**config.mk**
```make
export PLATFORM = sky130hd
export DESIGN_NAME = mem_arbiter
export DESIGN_NICKNAME = d
export VERILOG_FILES = /design/src/rtl/mips_pkg.sv /design/src/rtl/arb_watchdog.sv /design/src/rtl/mem_arbiter.sv
export SDC_FILE = /design/constraint.sdc
export NUM_CORES = 1
export LEC_CHECK = 0
export ABC_AREA = 1
export BUFFER_PORTS_ARGS = -buffer_cell sky130_fd_sc_hd__buf_2
export CAP_MARGIN = 20
export CORE_MARGIN = 5
export CORE_UTILIZATION = 44
export DETAILED_ROUTE_END_ITERATION = 12
export PLACE_DENSITY = 0.74
export SLEW_MARGIN = 40
export SYNTH_ARGS = -nofsm -noshare
export SYNTH_HDL_FRONTEND = slang
export SYNTH_SLANG_ARGS = --single-unit
```
**constraint.sdc**
```tcl
create_clock -name clk -period 1.7 [get_ports clk]
set_input_delay 0.085 -clock clk [delete_from_list [all_inputs] [get_ports clk]]
set_output_delay 0.085 -clock clk [all_outputs]
set_load 0.03 [all_outputs]
```
**src/rtl/mips_pkg.sv**
```systemverilog
// Shared arbiter definitions: FSM state encoding and default fairness/watchdog limits.
package mips_pkg;

  typedef enum logic [1:0] {
    IDLE  = 2'd0,
    FETCH = 2'd1,
    DATA  = 2'd2
  } arbState_t;

  localparam int FAIR_LIMIT_DEF = 4;
  localparam int MAX_WAIT_DEF   = 16;

endpackage

```
**src/rtl/arb_watchdog.sv**
```systemverilog
// Counts cycles an outstanding memory request goes unacknowledged; flags expiry on the last allowed cycle.
module arb_watchdog
  import mips_pkg::*;
#(
  parameter int MAX_WAIT = MAX_WAIT_DEF
) (
  input  logic clk,
  input  logic rst_n,
  input  logic start,
  input  logic busy,
  input  logic ack,
  output logic expire
);

  localparam int CW = $clog2(MAX_WAIT + 1);

  logic [CW-1:0] waitCnt;

  always_ff @(posedge clk or negedge rst_n) begin
    if (!rst_n) begin
      waitCnt <= '0;
    end else if (start) begin
      waitCnt <= '0;
    end else if (busy && !ack) begin
      waitCnt <= waitCnt + CW'(1);
    end
  end

  // Fires during the MAX_WAIT-th unacknowledged cycle; an ack in that cycle wins.
  assign expire = busy && !ack && (waitCnt == CW'(MAX_WAIT - 1));

endmodule

```
**src/rtl/mem_arbiter.sv**
```systemverilog
// Arbitrates instruction fetch and MEM-stage accesses onto a single-port memory,
// with bounded data priority while a fetch waits and a no-ack watchdog abort.
module mem_arbiter
  import mips_pkg::*;
#(
  parameter int FAIR_LIMIT = FAIR_LIMIT_DEF,
  parameter int MAX_WAIT   = MAX_WAIT_DEF
) (
  input  logic        clk,
  input  logic        rst_n,
  input  logic        if_req,
  input  logic [31:0] if_addr,
  output logic [31:0] if_rdata,
  output logic        if_done,
  input  logic        d_read,
  input  logic        d_write,
  input  logic [31:0] d_addr,
  input  logic [31:0] d_wdata,
  output logic [31:0] d_rdata,
  output logic        d_done,
  output logic        mem_req,
  output logic        mem_we,
  output logic [31:0] mem_addr,
  output logic [31:0] mem_wdata,
  input  logic [31:0] mem_rdata,
  input  logic        mem_ack,
  output logic        stall_if,
  output logic        stall_mem,
  output logic        bus_err
);

  localparam int FW = $clog2(FAIR_LIMIT + 1);

  arbState_t     state;
  logic [FW-1:0] fairCnt;
  logic          dataPend;
  logic          fairHit;
  logic          grantData;
  logic          grantFetch;
  logic          expire;

  assign dataPend   = d_read | d_write;
  assign fairHit    = if_req && (fairCnt == FW'(FAIR_LIMIT));
  assign grantData  = (state == IDLE) && dataPend && !fairHit;
  assign grantFetch = (state == IDLE) && if_req && !grantData;

  assign stall_if  = if_req & ~if_done;
  assign stall_mem = dataPend & ~d_done;

  arb_watchdog #(.MAX_WAIT(MAX_WAIT)) uWatchdog (
    .clk    (clk),
    .rst_n  (rst_n),
    .start  (grantData | grantFetch),
    .busy   (mem_req),
    .ack    (mem_ack),
    .expire (expire)
  );

  always_ff @(posedge clk or negedge rst_n) begin
    if (!rst_n) begin
      state     <= IDLE;
      fairCnt   <= '0;
      mem_req   <= 1'b0;
      mem_we    <= 1'b0;
      mem_addr  <= '0;
      mem_wdata <= '0;
      if_rdata  <= '0;
      d_rdata   <= '0;
      if_done   <= 1'b0;
      d_done    <= 1'b0;
      bus_err   <= 1'b0;
    end else begin
      if_done <= 1'b0;
      d_done  <= 1'b0;
      bus_err <= 1'b0;
      unique case (state)
        IDLE: begin
          if (grantData) begin
            state     <= DATA;
            mem_req   <= 1'b1;
            mem_we    <= d_write;
            mem_addr  <= d_addr;
            mem_wdata <= d_wdata;
            if (if_req && fairCnt != FW'(FAIR_LIMIT)) fairCnt <= fairCnt + FW'(1);
          end else if (grantFetch) begin
            state     <= FETCH;
            mem_req   <= 1'b1;
            mem_we    <= 1'b0;
            mem_addr  <= if_addr;
            mem_wdata <= '0;
            fairCnt   <= '0;
          end
        end
        FETCH: begin
          if (mem_ack) begin
            if_rdata <= mem_rdata;
            if_done  <= 1'b1;
            mem_req  <= 1'b0;
            state    <= IDLE;
          end else if (expire) begin
            if_rdata <= '0;
            if_done  <= 1'b1;
            bus_err  <= 1'b1;
            mem_req  <= 1'b0;
            state    <= IDLE;
          end
        end
        DATA: begin
          // Stores complete without disturbing the last load result.
          if (mem_ack) begin
            if (!mem_we) d_rdata <= mem_rdata;
            d_done  <= 1'b1;
            mem_req <= 1'b0;
            state   <= IDLE;
          end else if (expire) begin
            d_rdata <= '0;
            d_done  <= 1'b1;
            bus_err <= 1'b1;
            mem_req <= 1'b0;
            state   <= IDLE;
          end
        end
        default: state <= IDLE;
      endcase
    end
  end

endmodule

```
# After elaboration in Yosys (flattened, before gate mapping)
# Cells that the tools add are included.
totals:
  wordCells: 83
  inputBits: 134
  out_inout_bits: 135
  reg_bits: 143
op_classes:
  eq_ne: 9
  n_reduce_logical: 23
  bitwise: 6
  addsub: 2
  mux: 31
ops:
  columns: ["cell", "n"]
  rows:
  - ["$mux 32", 8]
  - ["$mux 1", 12]
  - ["$mux 5", 2]
  - ["$mux 3", 3]
  - ["$reduce_and 3->1", 3]
  - ["$logic_and 1x1->1", 8]
  - ["$mux 2", 4]
  - ["$reduce_bool 2->1", 4]
  - ["$ne 3x3->1 const B", 2]
  - ["$reduce_and 2->1", 3]
  - ["$add 5x1->5 const B", 1]
  - ["$eq 5x4->1 const B", 1]
  - ["$pmux 2 s2", 1]
  - ["$add 3x1->3 const B", 1]
  - ["$eq 3x3->1 const B", 1]
  - ["$logic_not 1->1", 3]
  - ["$ne 3x1->1 const B", 1]
  - ["$and 1x1->1", 2]
  - ["$eq 2x1->1 const B", 1]
  - ["$eq 2x2->1 const B", 1]
  - ["$logic_not 2->1", 1]
  - ["$ne 2x1->1 const B", 1]
  - ["$ne 2x2->1 const B", 1]
  - ["$not 1->1", 2]
  - ["3 further kinds", 4]

# Depth between registers and ports, before layout
# Gate-level depths: netlist of run 1.
logic_depth:
  ltp_word: 9
  ltp_mapped: 10
  depth_no_buf: 9

# Cells and area by module
# From an unflattened synthesis of run 1, not the netlist that was laid out.
hier_totals:
  hier_cells: 669
  hier_area_um2: 6107.1
modules_own_cells:
  columns: ["mod", "cells_per_inst", "seq_area_each_um2", "area_per_inst_um2", "n_inst"]
  rows:
  - ["mem_arbiter", 631, 3453.3, 5831.8, 1]
  - ["arb_watchdog", 38, 125.1, 275.3, 1]

# Worst setup path before layout of run 1
# Ideal clock, no wire load.
synth_path:
  kind: "reg2reg"
  from: "reg uWatchdog.waitCnt[0]"
  to: "reg if_rdata[31]"
  path_stages_with_launch: 9
  n_path_buf: 1
  synth_period_minus_slack_ns: 1.569
  setup_ns: 0.066
  t_arrival_ns: 1.503
  slack_ns: 0.131
  t_required_ns: 1.634
  path_cell_list: "dfrtp_1 ha_1 nand2_1 nor2_1 ha_1 a21oi_4 clkbuf_1 o21ai_0 nand2_1"
synth_between:
  elab_chain_cells: 4
synth_rtl:
  columns: ["element", "line_no", "rtl"]
  rows:
  - ["start: declaration", "arb_watchdog.sv:17", "logic [CW-1:0] waitCnt;"]
  - ["start signal: assignment", "arb_watchdog.sv:25", "waitCnt <= waitCnt + CW'(1);"]
  - ["$eq 5x4->1", "arb_watchdog.sv:30", "assign expire = busy && !ack && (waitCnt == CW'(MAX_WAIT - 1));"]
  - ["$logic_and 1x1->1", "arb_watchdog.sv:30", null]
  - ["$reduce_bool 2->1 (no line)", null, null]
  - ["$reduce_and 2->1 (no line)", null, null]
  - ["end signal: assignment", "mem_arbiter.sv:96", "if_rdata <= mem_rdata;"]
  - ["end: declaration", "mem_arbiter.sv:13", "output logic [31:0] if_rdata,"]
# No other way between the ends.
# A chain may end at the register's enable or synchronous reset.

# Worst setup path after layout of run 1
layout_path:
  from: "reg uWatchdog.waitCnt[1]"
  to: "reg d_rdata[5]"
layout_between:
  elab_chain_cells: 4
layout_rtl:
  columns: ["element", "line_no", "rtl"]
  rows:
  - ["$eq 5x4->1", "arb_watchdog.sv:30", null]
  - ["$logic_and 1x1->1", "arb_watchdog.sv:30", null]
  - ["$reduce_bool 2->1 (no line)", null, null]
  - ["$reduce_and 3->1 (no line)", null, null]
  - ["end signal: assignment", "mem_arbiter.sv:111", "if (!mem_we) d_rdata <= mem_rdata;"]
  - ["end: declaration", "mem_arbiter.sv:19", "output logic [31:0] d_rdata,"]
# No other way between the ends.

==> results.yml, run 1 <==
place:
  dpl.cell_count: 1183
  io_buffer_count: 268
  gpl.final_weighted_congestion: 0.831
  detailedPlacementHpwl_microns: 13200
  placed_cell_area_sq_mm: 0.00800
synthesis:
  synth_xor_xnor_area_share_pct: 0.273
  synth_top_family_by_area: "simple AND/OR/NAND/NOR gates"
  synthCells: 762
  synth_sequential_area_ratio_pct: 55.8
  synth_adder_area_share_pct: 1.56
  synth-compound-area-share_pct: 3.59
  ys_types: 25
  yosysMostFrequentCell: "sky130_fd_sc_hd__nand2_1"
  yosys-mux-area-fraction_pct: 0
  ys_async_sr_fraction_pct: 100
  synth_ff_type: "sky130_fd_sc_hd__dfrtp_1"
  ys_ff_latch: 143
  post_synth.cell_area_avg_sq_um: 8.42
  ys_top_cells_by_count: "240 x sky130_fd_sc_hd__nand2_1, 143 x sky130_fd_sc_hd__dfrtp_1, 135 x sky130_fd_sc_hd__nand3_1, 50 x sky130_fd_sc_hd__inv_1, 43 x sky130_fd_sc_hd__nor2_1"
  mappedNetlistArea_sq_mm: 0.00641
  post_synth_main_area_contributors: "sky130_fd_sc_hd__dfrtp_1 56%, sky130_fd_sc_hd__nand2_1 14%, sky130_fd_sc_hd__nand3_1 11%, sky130_fd_sc_hd__nand4_1 3.3%, sky130_fd_sc_hd__o21ai_0 3.0%"
  netlist.area_leader.share_pct: 55.8
  synth-simple-area-share_pct: 31.4
  yosysWarnings: 0
  synth-edff-count: 0
  synthesized_nets: 904
  synth_area_leader_cell: "sky130_fd_sc_hd__dfrtp_1"
route:
  vias_per_cell: 5.16
  drt_first_pass_iters: 5
  drt_drc_violations_left: 0
  wl_microns: 21800
  drt.antenna.violating_nets: 0
  detailroute.via_count: 6900
  avgRoutedWirePerCell_microns: 16.3
  drtIter0Drc: 449
clocking:
  worst_setup_hold_path_clk_slew_ns: 0.06
  clock_sinks: 143
  ctsRootBufferMaster: "sky130_fd_sc_hd__clkbuf_16"
  cts.path.max_buffers: 2
  maximum_level_of_the_cts_h_tree: 4
  numCtsBuffers: 17
  insertion_delay_ns: 0.42
  tritoncts: "yes"
finish:
  drive_gt1_share_pct: 31.3
  area_growth_pct: 54.4
  instances_no_fill: 1338
  fin_area_sq_mm: 0.00991
  nets: 1281
  final_core_util_pct: 68.7
power:
  internal-power_mw: 10.2
  p_clk_share_pct: 18.6
  power.share.sequential_pct: 30.3
  swShare_pct: 47.3
  power.total_mw: 19.4
  switching_power_mw: 9.21
  powerDensity_mw_per_mm2: 1960
  p_comb_share_pct: 51.1
  vdd_drop_max_uv: 853
  power.static_leakage_nw: 5.40
sta:
  fin_tns_setup_ns: 0
  clock.fmax_mhz: 593
  timing.final.max_slew_violations: 0
  timing.final.crit_period_ns: 1.69
  finalSetupViolCount: 0
  grt_setup_unrepaired: "yes"
  worst_pin_slew_ns: 0.566
  worst_clock_skew_ns: 0.0105
  timing_hold_violations_final: 0
  slew_headroom_pct: 62.3
  portion_of_the_clock_cycle_consumed_by_the_worst_path_in_the_final_layout_pct: 99.2
setup_path:
  slowest_cell_on_the_critical_path: "sky130_fd_sc_hd__dfrtp_1"
  cp_slowest_stage_delay_ns: 0.38
  crit-reg2reg-launch: "uWatchdog.waitCnt[1]"
  worst-setup-path-type: "flop to flop"
  critical_path_buf_inv_count: 1
  timing.critical_path.cells: "ha_2, nand2_2, nor2_2, ha_2, a21oi_4, nor2_4, nand2_4, clkbuf_16, nand2_1, nand2_1"
  reg2reg_slack_ns: 0.01
  worstPathMaxFanout: 16
  worst_path_dominant_cell_family: "simple AND/OR/NAND/NOR gates"
  crit_arrival_ns: 1.98
  endpoint_kind: "flop"
  r2r.worst_path.cells: 10
  worst_ep_required_time_ns: 2.00
  critical_path.reg2reg.endpoint: "d_rdata[5]"
  worstSetupStartpointType: "flop"
min_path:
  min-delay-start: "if_addr[11]"
  hold_path.class: "input port to flop"
  min_to: "mem_addr[11]"
  holdPathStages: 5
floorplanning:
  core-area_sq_mm: 0.0144
  die-height_microns: 131
  initial_utilization_pct: 44.5
  core.rowCount: 44
  ios: 269
  area_of_the_die_sq_mm: 0.0171
  fp.dieW_microns: 131
global_routing:
  first_pass_grt_wire_length_microns: 33100
  via_count_of_the_first_global_routing_pass: 6808
  globalRoute.totalOverflow: 0
  antenna_found_initial: 1
  grt.total_usage_pct: 24.6
  grt_max_degree: 67
run:
  drv_cap: 0
outcome:
  run_status: "finished, final reports clean"
## layer usage
| layer | vias to the layer above | share of wire (%) | wire, microns | global-route usage (%) |
|---|---|---|---|---|
| met5 | - | 0 | 0 | 0 |
| met4 | 0 | 4.2 | 919 | 12.3 |
| met3 | 83 | 8.0 | 1740 | 6.42 |
| met2 | 363 | 51 | 11100 | 40.8 |
| met1 | 3220 | 37 | 8070 | 29.6 |
| li1 | 3234 | - | - | - |
## worst max path at each step
stage | startpoint | to | slack (ns) | cells after the start
final | uWatchdog.waitCnt[1] | d_rdata[5] | 0.01 | 10
after global routing | uWatchdog.waitCnt[1] | d_rdata[2] | -0.07 | 10
after CTS | state[1] | fairCnt[2] | 0.006 | 9
after detailed placement | state[1] | fairCnt[2] | 0.009 | 9
after global placement | state[0] | fairCnt[2] | 0.08 | 9
after floorplan | uWatchdog.waitCnt[0] | if_rdata[31] | 0.13 | 8
## per-stage QoR
stage	hold slack [ns]	setup WS, ns
finish	0.0162	0.0144
global route	0.0207	-0.0687
CTS	0.00130	0.00596
detailed placement	0.0989	0.00893
global placement	0.0930	0.0777
floorplan	-0.211	0.131
## final cells by class
cell class / instances / area, sq um
multi-input cells: 514 / 2430
inverters: 51 / 191
clock buffers: 22 / 464
repair buffers: 412 / 2890
clock inverters: 10 / 113
diodes: 2 / 5.00
flip-flops and latches: 143 / 3580
well taps: 184 / 230
fillers: 1102 / 4520
## power groups by stage
stage	sequential (mW)	combinational (mW)	clock [mW]
after global routing	6.07	10.7	3.83
after global placement	5.85	9.17	0
after CTS	5.85	9.55	3.68
after floorplan	8.83	3.35	0
after detailed placement	5.87	9.33	0
final	5.90	9.93	3.62
## state kept, by name, summed over array words and instances (netlist names)
name               cells
uWatchdog.waitCnt      5
bus_err                1
d_rdata               32
d_done                 1
state                  2
if_rdata              32
mem_we                 1
fairCnt                3
if_done                1
mem_addr              32
mem_req                1
mem_wdata             32
## worst register-to-register path, delay by kind of cell (launching register included)
kind | cells | cell delay [ns]
simple gates | 6 | 0.49
fa+ha+maj | 2 | 0.42
compound gates | 1 | 0.08
flops | 1 | 0.38
buf+inv | 1 | 0.19
## placed cells by master, fill, tap and decap left out, drive strengths merged, types with 3 or more instances in the layout
master         n
ha             8
dlygate4sd3  113
nand3        136
dfrtp        143
inv           51
nand4         34
o21ai         38
clkbuf        25
a21oi          3
nand2        243
nor2          46
buf          296
clkinv         6
## cells by family after synthesis
kind of cell,Yosys count
DFF,143
AOI/OAI and AO/OA,43
xor gates and xnor gates,2
buffers and inverters,105
adders and majority gates,8
and+or+nand+nor,461
## what timing repair did
item / in CTS / in global routing
hold buffers: 113 / 0
buffers inserted: 0 / 5
endpoints found under the setup margin: 0 / 92
gates resized for setup: 0 / 27
endpoints found under the hold margin: 184 / 0
(Power assumes the default switching activity.)
==> run 2, diff against run 1 <==
--- a/config.mk
+++ b/config.mk
@@ -5,13 +5,13 @@
 export SDC_FILE = /design/constraint.sdc
 export NUM_CORES = 1
 export LEC_CHECK = 0
-export ABC_AREA = 1
 export BUFFER_PORTS_ARGS = -buffer_cell sky130_fd_sc_hd__buf_2
 export CAP_MARGIN = 20
 export CORE_MARGIN = 5
-export CORE_UTILIZATION = 44
+export CORE_UTILIZATION = 43
 export DETAILED_ROUTE_END_ITERATION = 12
-export PLACE_DENSITY = 0.74
+export PLACE_DENSITY = 0.87
+export SETUP_SLACK_MARGIN = 0.5
 export SLEW_MARGIN = 40
 export SYNTH_ARGS = -nofsm -noshare
 export SYNTH_HDL_FRONTEND = slang
==> results.yml, run 2 <==
outcome:
  run_status: "complete, but fails checks"
  violations_in_the_final_reports: "negative setup slack"
sta:
  portion_of_the_clock_cycle_consumed_by_the_worst_path_in_the_final_layout_pct: 101
  clock.fmax_mhz: 581
  timing.final.max_slew_violations: 0
  grt_setup_unrepaired: "yes"
  worst_clock_skew_ns: 0.00997
  timing.final.crit_period_ns: 1.72
  slew_headroom_pct: 55.5
  finalSetupViolCount: 13
  finalWorstSetupSlack_ns: -0.0219
  holdWs_ns: 0.0272
  timing_hold_violations_final: 0
  worst_pin_slew_ns: 0.668
  fin_tns_setup_ns: -0.163
synthesis:
  synthesized_nets: 613
  yosysMostFrequentCell: "sky130_fd_sc_hd__dfrtp_1"
  post_synth_main_area_contributors: "sky130_fd_sc_hd__dfrtp_1 58%, sky130_fd_sc_hd__mux2_2 11%, sky130_fd_sc_hd__a32o_1 10%, sky130_fd_sc_hd__mux2i_1 5.5%, sky130_fd_sc_hd__inv_1 2.4%"
  ys_types: 37
  ys_top_cells_by_count: "143 x sky130_fd_sc_hd__dfrtp_1, 65 x sky130_fd_sc_hd__a32o_1, 60 x sky130_fd_sc_hd__mux2_2, 40 x sky130_fd_sc_hd__inv_1"
  synth-simple-area-share_pct: 4.58
  synth_top_family_by_area: "multiplexers"
  synth_xor_xnor_area_share_pct: 0.282
  synth_adder_area_share_pct: 1.61
  synthCells: 471
  synth_area_leader_cell: "sky130_fd_sc_hd__dfrtp_1"
  synth-edff-count: 0
  synth_ff_type: "sky130_fd_sc_hd__dfrtp_1"
  netlist.area_leader.share_pct: 57.7
  synth-compound-area-share_pct: 12.6
  yosysWarnings: 0
  post_synth.cell_area_avg_sq_um: 13.2
  yosys-mux-area-fraction_pct: 17.3
  ys_ff_latch: 143
  mappedNetlistArea_sq_mm: 0.00621
  ys_async_sr_fraction_pct: 100
  synth_sequential_area_ratio_pct: 57.7
place:
  io_buffer_count: 268
  placed_cell_area_sq_mm: 0.00809
  detailedPlacementHpwl_microns: 12100
  gpl.final_weighted_congestion: 0.781
setup_path:
  crit_arrival_ns: 2.01
  endpoint_kind: "flop"
  worst-setup-path-type: "flop to flop"
  worstSetupStartpointType: "flop"
  worstPathMaxFanout: 5
  worst_ep_required_time_ns: 1.99
power:
  power.total_mw: 21.0
  vdd_drop_max_uv: 1120
  powerDensity_mw_per_mm2: 2030
  power.static_leakage_nw: 5.26
floorplanning:
  core-area_sq_mm: 0.0144
  fp.dieW_microns: 130
  die-height_microns: 130
  core.rowCount: 44
  area_of_the_die_sq_mm: 0.0169
  initial_utilization_pct: 43.2
  ios: 269
finish:
  area_growth_pct: 66.7
  mostFrequentLayoutCell: "sky130_fd_sc_hd__buf_2"
  fillerInstances: 881
  nets: 1017
  fin_area_sq_mm: 0.0103
  final_core_util_pct: 72.0
  drive_gt1_share_pct: 51.2
  mostFrequentLayoutCells: "264 x sky130_fd_sc_hd__buf_2, 142 x sky130_fd_sc_hd__dfrtp_1, 98 x sky130_fd_sc_hd__dlygate4sd3_1"
route:
  vias_per_cell: 5.22
  drt_first_pass_iters: 5
  drt.antenna.violating_nets: 0
  avgRoutedWirePerCell_microns: 19.4
  detailroute.via_count: 5610
  drtIter0Drc: 360
  wl_microns: 20800
  drt_drc_violations_left: 0
clocking:
  cts.path.max_buffers: 2
  maximum_level_of_the_cts_h_tree: 4
  ctsRootBufferMaster: "sky130_fd_sc_hd__clkbuf_16"
  worst_setup_hold_path_clk_slew_ns: 0.06
  insertion_delay_ns: 0.42
  clock_sinks: 143
  tritoncts: "yes"
  numCtsBuffers: 17
global_routing:
  globalRoute.totalOverflow: 0
  via_count_of_the_first_global_routing_pass: 6001
  grt.total_usage_pct: 23.5
  grt_max_degree: 65
  grtUsageMet1_pct: 25.6
  grt_busiest_layer: "met2"
  first_pass_grt_wire_length_microns: 30900
  globalRouteMet3Util_pct: 6.18
  globalRouteMet2Util_pct: 42.3
  antenna_found_initial: 2
min_path:
  hold_path.class: "input port to flop"
run:
  drv_cap: 0
==> run 2: power breakdown <==
group          switching, mW  total [mW]  leakage (nW)  internal (mW)
combinational           6.31        11.3          3.19           5.04
sequential             0.898        5.84          1.78           4.94
clock                   1.49        3.83         0.291           2.34
total                   8.70        21.0          5.26           12.3
==> run 2: through the flow <==
stage	instances	setup slack, ns
global route	1074	-0.0609
detailed placement	908	-0.00754
CTS	1057	0.0121
finish	1074	-0.0219
floorplan	471	0.0887
global placement	908	0.0583
==> run 2: routing by layer <==
| layer | vias up | routed length [microns] | part of all wire (%) |
|---|---|---|---|
| li1 | 2530 | - | - |
| met1 | 2760 | 7560 | 36 |
| met2 | 259 | 11100 | 53 |
| met3 | 61 | 1470 | 7.0 |
| met4 | 0 | 743 | 3.6 |
| met5 | - | 0 | 0 |
==> run 2: kinds of logic after synthesis <==
kind of cell	Yosys count
AO/OA/AOI/OAI	81
XOR/XNOR	2
adder cells (fa/ha/maj)	8
buffers and inverters	78
flip-flops	143
multiplexers	99
AND/OR/NAND/NOR	60
==> run 2: area by class of cell <==
| class | instances | area (sq um) | area share (%) |
|---|---|---|---|
| Inverter | 40 | 155 | 1.50 |
| Antenna cell | 2 | 5.00 | 0.0484 |
| Timing Repair Buffer | 423 | 3180 | 30.8 |
| Sequential cell | 143 | 3580 | 34.6 |
| Tap cell | 184 | 230 | 2.23 |
| Clock buffer | 18 | 429 | 4.15 |
| Multi-Input combinational cell | 250 | 2580 | 24.9 |
| Clock inverter | 14 | 184 | 1.78 |
==> run 2: path summary, 6_finish.rpt <==
path,start,end,slack (ns),depth (start not counted)
min in group asynchronous,rst_n,if_rdata[28],0.16,2
worst max register to register,state[0],mem_addr[24],-0.02,7
worst min register to register,d_rdata[6],d_rdata[6],0.48,1
worst min-delay path,if_addr[30],mem_addr[30],0.03,3
max in group asynchronous,rst_n,mem_addr[2],0.87,3
worst max-delay path,state[0],mem_addr[24],-0.02,7
==> run 2: worst max-delay path: stages (launching register included) <==
cell,delay (ns)
sky130_fd_sc_hd__dfrtp_1,0.41
sky130_fd_sc_hd__inv_2,0.09
sky130_fd_sc_hd__ha_4,0.18
sky130_fd_sc_hd__o21ai_4,0.07
sky130_fd_sc_hd__a31oi_4,0.20
sky130_fd_sc_hd__buf_6,0.18
sky130_fd_sc_hd__clkbuf_16,0.17
sky130_fd_sc_hd__mux2_4,0.30
==> run 2: repair_timing <==
item / 4_1_cts / 5_1_grt
hold endpoints to repair: 272 / 0
gates resized for setup: 27 / 24
setup endpoints to repair: 144 / 145
hold buffers: 98 / 0
setup buffers: 14 / 8
cloned: 5 / 7
pin swaps: 13 / 7
==> run 3, diff against run 2 <==
--- a/config.mk
+++ b/config.mk
@@ -10,8 +10,9 @@
 export CORE_MARGIN = 5
 export CORE_UTILIZATION = 43
 export DETAILED_ROUTE_END_ITERATION = 12
-export PLACE_DENSITY = 0.87
+export PLACE_DENSITY = 0.76
 export SETUP_SLACK_MARGIN = 0.5
+export SKIP_LAST_GASP = 1
 export SLEW_MARGIN = 40
 export SYNTH_ARGS = -nofsm -noshare
 export SYNTH_HDL_FRONTEND = slang
==> results.yml, run 3 (same netlist as run 2, synthesis figures left out) <==
outcome:
  run_status: "finished, final reports clean"
floorplanning:
  initial_utilization_pct: 43.2
  core-area_sq_mm: 0.0144
  die-height_microns: 130
  fp.dieW_microns: 130
  ios: 269
  area_of_the_die_sq_mm: 0.0169
  core.rowCount: 44
sta:
  worst_clock_skew_ns: 0.00605
  clock.fmax_mhz: 590
  finalSetupViolCount: 0
  timing.final.max_slew_violations: 0
  timing.final.crit_period_ns: 1.70
  worst_pin_slew_ns: 0.647
  grt_setup_unrepaired: "yes"
  portion_of_the_clock_cycle_consumed_by_the_worst_path_in_the_final_layout_pct: 99.7
  slew_headroom_pct: 56.9
  timing_hold_violations_final: 0
finish:
  drive_gt1_share_pct: 50.6
  fillerInstances: 881
  area_growth_pct: 66.8
  mostFrequentLayoutCell: "sky130_fd_sc_hd__buf_2"
  nets: 1009
  final_core_util_pct: 72.0
  instances_no_fill: 1064
  register_area_sq_mm: 0.00358
  mostFrequentLayoutCells: "263 x sky130_fd_sc_hd__buf_2, 142 x sky130_fd_sc_hd__dfrtp_1, 99 x sky130_fd_sc_hd__dlygate4sd3_1"
  combined_area_of_the_multi_input_logic_cells_sq_mm: 0.00265
  diodes: 0
route:
  wl_microns: 20900
  drt_drc_violations_left: 0
  drt.antenna.violating_nets: 0
  drt_first_pass_iters: 5
  avgRoutedWirePerCell_microns: 19.6
  vias_per_cell: 5.31
  detailroute.via_count: 5651
  drtIter0Drc: 308
place:
  io_buffer_count: 268
  gpl.final_weighted_congestion: 0.858
  dpl.cell_count: 906
  detailedPlacementHpwl_microns: 12600
global_routing:
  globalRouteMet3Util_pct: 6.14
  via_count_of_the_first_global_routing_pass: 6100
  grtUsageMet1_pct: 26.7
  globalRoute.totalOverflow: 0
  first_pass_grt_wire_length_microns: 31600
  grt_max_degree: 65
  grt.total_usage_pct: 24.3
  grt_busiest_layer: "met2"
  antenna_found_initial: 1
  globalRouteMet2Util_pct: 43.3
min_path:
  hold_path.class: "input port to flop"
power:
  powerDensity_mw_per_mm2: 2060
  vdd_drop_max_uv: 939
  power.total_mw: 21.3
  power.static_leakage_nw: 5.25
clocking:
  insertion_delay_ns: 0.42
  tritoncts: "yes"
  numCtsBuffers: 17
  clock_sinks: 143
  cts.path.max_buffers: 2
  worst_setup_hold_path_clk_slew_ns: 0.06
  ctsRootBufferMaster: "sky130_fd_sc_hd__clkbuf_16"
  maximum_level_of_the_cts_h_tree: 4
run:
  drv_cap: 0
setup_path:
  crit_arrival_ns: 2.05
  worstSetupStartpointType: "flop"
  worst_ep_required_time_ns: 2.05
  worstPathMaxFanout: 32
  endpoint_kind: "flop"
  worst-setup-path-type: "flop to flop"
[run 3: cell count changes in the layout (fill, tap and decap cells not counted), moves of 4 or more]
| cell | delta |
|---|---|
| sky130_fd_sc_hd__buf_6 | -8 |
| sky130_fd_sc_hd__clkbuf_16 | -5 |
| sky130_fd_sc_hd__a32o_1 | +4 |
| sky130_fd_sc_hd__a32o_2 | -4 |
| sky130_fd_sc_hd__buf_4 | -4 |
| sky130_fd_sc_hd__nand2b_4 | +4 |
[run 3: worst paths after layout]
| kind | startpoint | to | slack (ns) | cells after the start |
|---|---|---|---|---|
| max in group asynchronous | rst_n | if_rdata[11] | 0.84 | 3 |
| min | if_addr[19] | mem_addr[19] | 0.02 | 3 |
| max reg2reg | uWatchdog.waitCnt[1] | d_rdata[7] | 0.004 | 7 |
| min reg2reg | d_rdata[27] | d_rdata[27] | 0.49 | 1 |
| max | uWatchdog.waitCnt[1] | d_rdata[7] | 0.004 | 7 |
| min in group asynchronous | rst_n | d_rdata[30] | 0.15 | 2 |
[run 3: worst max-delay path: stages (launching register included)]
cell and delay (ns):
sky130_fd_sc_hd__dfrtp_1 0.39, sky130_fd_sc_hd__ha_2 0.19, sky130_fd_sc_hd__and3_4 0.15, sky130_fd_sc_hd__ha_4 0.17, sky130_fd_sc_hd__and3b_1 0.19, sky130_fd_sc_hd__o21ai_4 0.15, sky130_fd_sc_hd__buf_12 0.20, sky130_fd_sc_hd__a32o_1 0.17
[run 3: per-stage QoR]
stage | instance area, sq um | setup WS, ns | TNS, ns | hold WS (ns)
3_5_place_dp | 8070 | 0.00108 | 0 | 0.0336
2_1_floorplan | 6510 | 0.0887 | 0 | -0.211
4_1_cts | 10300 | 0.0274 | 0 | 0.00215
5_1_grt | 10300 | -0.0491 | -2.15 | 0.000809
6_report | 10300 | 0.00447 | 0 | 0.0234
3_3_place_gp | 8070 | 0.0533 | 0 | 0.0271
[run 3: layer usage]
metal / part of all wire, % / wire length, microns / up-vias
li1: - / - / 2506
met1: 36 / 7510 / 2829
met2: 54 / 11300 / 242
met3: 6.2 / 1290 / 72
met4: 3.9 / 814 / 2
met5: 0.062 / 13 / -
[run 3: what timing repair did]
item / in CTS / in global routing
hold buffers: 99 / 0
endpoints found under the setup margin: 144 / 147
cloned: 12 / 1
endpoints found under the hold margin: 209 / 0
pin swaps: 16 / 7
resized for setup: 32 / 12
buffers inserted: 13 / 1
[run 3: final cells by class]
| type | instances | share of cell area (%) |
|---|---|---|
| multi-input combinational | 254 | 25.6 |
| sequential | 143 | 34.6 |
| inverter | 40 | 1.45 |
| clock buffer | 19 | 4.28 |
| clock inverter | 13 | 2.25 |
| timing repair buffer | 411 | 29.6 |
| tap | 184 | 2.22 |
[run 3: power by group]
part | switching [mW] | leakage [nW] | internal [mW]
Combinational | 6.23 | 3.15 | 4.95
Sequential | 0.911 | 1.78 | 4.94
Clock | 1.45 | 0.328 | 2.80
Total | 8.60 | 5.25 | 12.7
